===== src/rtl/mux_arbiter.sv =====
// rtl/mux_arbiter.sv - two-requester arbiter owning the select of a shared output mux
module mux_arbiter #(
  parameter int WIDTH    = 3,
  parameter int MAX_HOLD = 4
) (
  input  logic             clk,
  input  logic             rst_n,
  input  logic             req1,
  input  logic             req2,
  input  logic [WIDTH-1:0] in1,
  input  logic [WIDTH-1:0] in2,
  output logic             gnt1,
  output logic             gnt2,
  output logic [WIDTH-1:0] out1,
  output logic             out_valid
);

  typedef enum logic [1:0] {IDLE = 2'd0, G1 = 2'd1, G2 = 2'd2} state_t;

  localparam logic [3:0] HOLD_LIMIT = 4'(MAX_HOLD);

  state_t     state, state_nxt;
  logic [3:0] hold_cnt, hold_cnt_nxt;
  logic       last2, last2_nxt;   // 1: requester 2 was granted most recently

  always_ff @(posedge clk or negedge rst_n) begin
    if (!rst_n) begin
      state    <= IDLE;
      hold_cnt <= 4'd0;
      last2    <= 1'b1;
    end else begin
      state    <= state_nxt;
      hold_cnt <= hold_cnt_nxt;
      last2    <= last2_nxt;
    end
  end

  always_comb begin
    state_nxt = state;
    unique case (state)
      IDLE: begin
        if (req1 && req2)  state_nxt = last2 ? G1 : G2;
        else if (req1)     state_nxt = G1;
        else if (req2)     state_nxt = G2;
      end
      G1: begin
        if (!req1)         state_nxt = req2 ? G2 : IDLE;
        else if (req2 && hold_cnt >= HOLD_LIMIT) state_nxt = G2;
      end
      G2: begin
        if (!req2)         state_nxt = req1 ? G1 : IDLE;
        else if (req1 && hold_cnt >= HOLD_LIMIT) state_nxt = G1;
      end
      default:             state_nxt = IDLE;
    endcase
  end

  // Counter restarts at 1 on any grant entry, saturates while the grant persists.
  always_comb begin
    hold_cnt_nxt = 4'd0;
    last2_nxt    = last2;
    if (state_nxt != IDLE) begin
      if (state_nxt != state) begin
        hold_cnt_nxt = 4'd1;
        last2_nxt    = (state_nxt == G2);
      end else if (hold_cnt < HOLD_LIMIT) begin
        hold_cnt_nxt = hold_cnt + 4'd1;
      end else begin
        hold_cnt_nxt = hold_cnt;
      end
    end
  end

  always_comb begin
    gnt1      = (state == G1);
    gnt2      = (state == G2);
    out_valid = gnt1 | gnt2;
    out1      = '0;
    if (gnt1)      out1 = in1;
    else if (gnt2) out1 = in2;
  end

endmodule


===== config.mk =====
export PLATFORM = sky130hd
export DESIGN_NAME = mux_arbiter
export DESIGN_NICKNAME = d
export VERILOG_FILES = /design/src/rtl/mux_arbiter.sv
export SDC_FILE = /design/constraint.sdc
export NUM_CORES = 1
export LEC_CHECK = 0
export BUFFER_PORTS_ARGS = -buffer_cell sky130_fd_sc_hd__buf_2
export CAP_MARGIN = 20
export CORE_MARGIN = 5
export CORE_UTILIZATION = 40
export CTS_CLUSTER_DIAMETER = 50
export CTS_CLUSTER_SIZE = 28
export DETAILED_ROUTE_END_ITERATION = 8
export SLEW_MARGIN = 20
export SYNTH_ARGS = -nofsm -noshare
export SYNTH_HDL_FRONTEND = slang
export SYNTH_SLANG_ARGS = --single-unit

===== constraint.sdc =====
create_clock -name clk -period 2.7 [get_ports clk]
set_clock_uncertainty 0.05 [all_clocks]
set_input_delay 0.54 -clock clk [delete_from_list [all_inputs] [get_ports clk]]
set_output_delay 0.54 -clock clk [all_outputs]
set_load 0.02 [all_outputs]

==> impl_metrics.json <==
{
  "post_dp_cell_area_sq_um": 706.9,
  "synthesis.nets": 83,
  "p_leak_nw": 0.3452,
  "path_cells": "inv_1 > ha_1 > nor2b_1 > a22o_1 > buf_2",
  "synth_commonest_cells": "nand2_1 (9), dfrtp_1 (6), ha_1 (5), inv_1 (4), nor2_1 (4)",
  "cpMaxStageDelayCell": "dfrtp_1",
  "path_max_fanout": 10,
  "place_congestion": 0.8657,
  "p_per_area_nw_per_um2": 1133,
  "routedWlPerCell_um": 14.45,
  "async_flop_share_pct": 100.0,
  "slowest_delay_ns": 0.51,
  "nets": 102,
  "tightest_slew_ns": 0.5832,
  "drc": 0,
  "syn-cell-area_sq_um": 619.3,
  "io_buffers": 15,
  "die_y_um": 49.35,
  "drt_iter0_markers": 10,
  "ir_drop_v": 0.0005626,
  "synthTopCellsByArea": "dfrtp_1 (24%), ha_1 (10%), nand2_1 (5.5%), dfstp_2 (4.2%), a22o_1 (4.2%)",
  "numClockSinks": 7,
  "htree_levels": 1,
  "fillCellCount": 151,
  "holdWs_ns": 0.05464,
  "grt_antenna_before_repair": 0,
  "setup_viol": 0,
  "total_power_mw": 0.8325,
  "grt_max_degree": 11,
  "worstPathRequired_ns": 2.11,
  "clk_latency_ns": 0.26,
  "grtUsageTotal_pct": 12.98,
  "synth_enable_flop_cells": 0,
  "dpl.hpwl_mm": 1.139,
  "root_buffer": "clkbuf_4",
  "reg2reg_from": "state[1]$_DFF_PN0_",
  "avgSynthCellArea_sq_um": 9.108,
  "viasPerCell": 5.814,
  "num_antenna_cells": 0,
  "yosysMostFrequentCell": "nand2_1",
  "rows": 14,
  "cp.arrival_ns": 1.80,
  "max-slew-margin-rel_pct": 60.89,
  "cap_violations": 0,
  "die_w_um": 49.35,
  "setup_tns_ns": 0,
  "ant_nets": 0,
  "path_buf_inv": 2,
  "design_area_sq_um": 734.5,
  "clk_pin_slew_worst_paths_ns": 0.05,
  "startpoint": "state[1]$_DFF_PN0_",
  "cp-end-kind": "output port",
  "postCtsSetupBuffers": 0,
  "fin_util_pct": 49.33,
  "post_cts_resized": 0,
  "yosys_register_bits": 7,
  "start_util_pct": 41.60,
  "pre_cts_slack_ns": 0.4206,
  "cts_inserted_buffers": 3,
  "grt_overflow": 0,
  "num_vias": 593,
  "start_kind": "register",
  "synth.distinct_cells": 34,
  "syn_inst": 68,
  "first_pass_iters": 4,
  "stdcell_count": 102,
  "grt_pass1_vias": 553,
  "criticalPathCategory": "register to output port",
  "rsz0062_at_grt": "no",
  "synth_ff_type": "dfrtp_1",
  "min_period_ns": 2.389,
  "clk_path_buf_depth": 2,
  "slew_violations": 0,
  "min_path_type": "primary input to asynchronous set/reset pin",
  "grt_pass1_wl_mm": 2.449,
  "final_layout_size_suffix_gt1_share_pct": 27.91,
  "fmax_mhz": 418.6,
  "hold_viol_final": 0,
  "synthDominantCellAreaShare_pct": 24.24,
  "worst_slack_ns": 0.3109,
  "yosys.area.top_type": "dfrtp_1",
  "dieArea_sq_um": 2435,
  "crit_family": "flip-flops",
  "dp_cells": 98,
  "ctsHoldBuffers": 0,
  "yosysSeqAreaShare_pct": 28.48,
  "syn2layout_area_growth_pct": 18.59,
  "core-area_sq_um": 1489,
  "yosysWarnings": 0,
  "min_period_over_period_pct": 88.49,
  "cts_tree": "built",
  "drt_wl_total_mm": 1.474,
  "ios": 16,
  "status": "completed"
}
cells in the final DEF, fill, tap and decap left out, types with 2 or more instances in the layout:
cell / instances
buf_2: 15
nand2_1: 9
dfrtp_1: 6
ha_1: 5
inv_1: 4
nor2_1: 4
nor2b_1: 3
o21ai_0: 3
a22o_1: 3
o32ai_1: 3
clkbuf_4: 3
o21a_1: 2
o21ai_1: 2
mux2i_1: 2
where the power goes:
group	total (mW)	switching [mW]	internal [mW]
logic	0.543	0.315	0.227
registers	0.195	0.0468	0.148
clock network	0.0951	0.0409	0.0542
total	0.832	0.403	0.429
kinds of logic after synthesis:
| family | after synthesis | share of synthesized area, % |
|---|---|---|
| compound gates | 22 | 27.88 |
| simple gates | 22 | 17.78 |
| flops | 7 | 28.48 |
| buf+inv | 6 | 4.847 |
| fa+ha+maj | 5 | 10.10 |
| mux | 4 | 6.869 |
| xor+xnor | 2 | 4.041 |
path summary, 6_finish.rpt:
kind                       depth (start not counted)  slack (ns)                 endpoint
setup / recovery                                   5        0.31                  out1[0]
hold / removal                                     1        0.05  hold_cnt[1]$_DFFE_PN0P_
setup reg to reg                                   6        0.43  hold_cnt[1]$_DFFE_PN0P_
hold reg to reg                                    2        0.57        last2$_DFFE_PN1P_
max in group asynchronous                          1        2.32        last2$_DFFE_PN1P_
min in group clk                                   2        0.57        last2$_DFFE_PN1P_
area by class of cell:
cell class	count	area, sq um	share of cell area [%]
Clock buffer	3	22.52	3.066
Inverter	4	15.01	2.044
Timing Repair Buffer	16	82.58	11.24
Tap cell	16	20.02	2.726
Multi-Input combinational cell	55	412.9	56.22
Sequential cell	7	176.4	24.02
Clock inverter	1	5.005	0.6814
flip-flops by register name (all words and copies together) (netlist names):
register  cells
state         2
hold_cnt      4
last2         1
per-layer routing:
metal	track usage [%]	vias up	part of all wire [%]
met5	0	-	0
met2	17.81	21	42
li1	-	292	-
met3	8.257	2	11
met4	4.933	0	0.75
met1	16.01	278	46
Note: power is estimated with default switching activity, not from simulation.
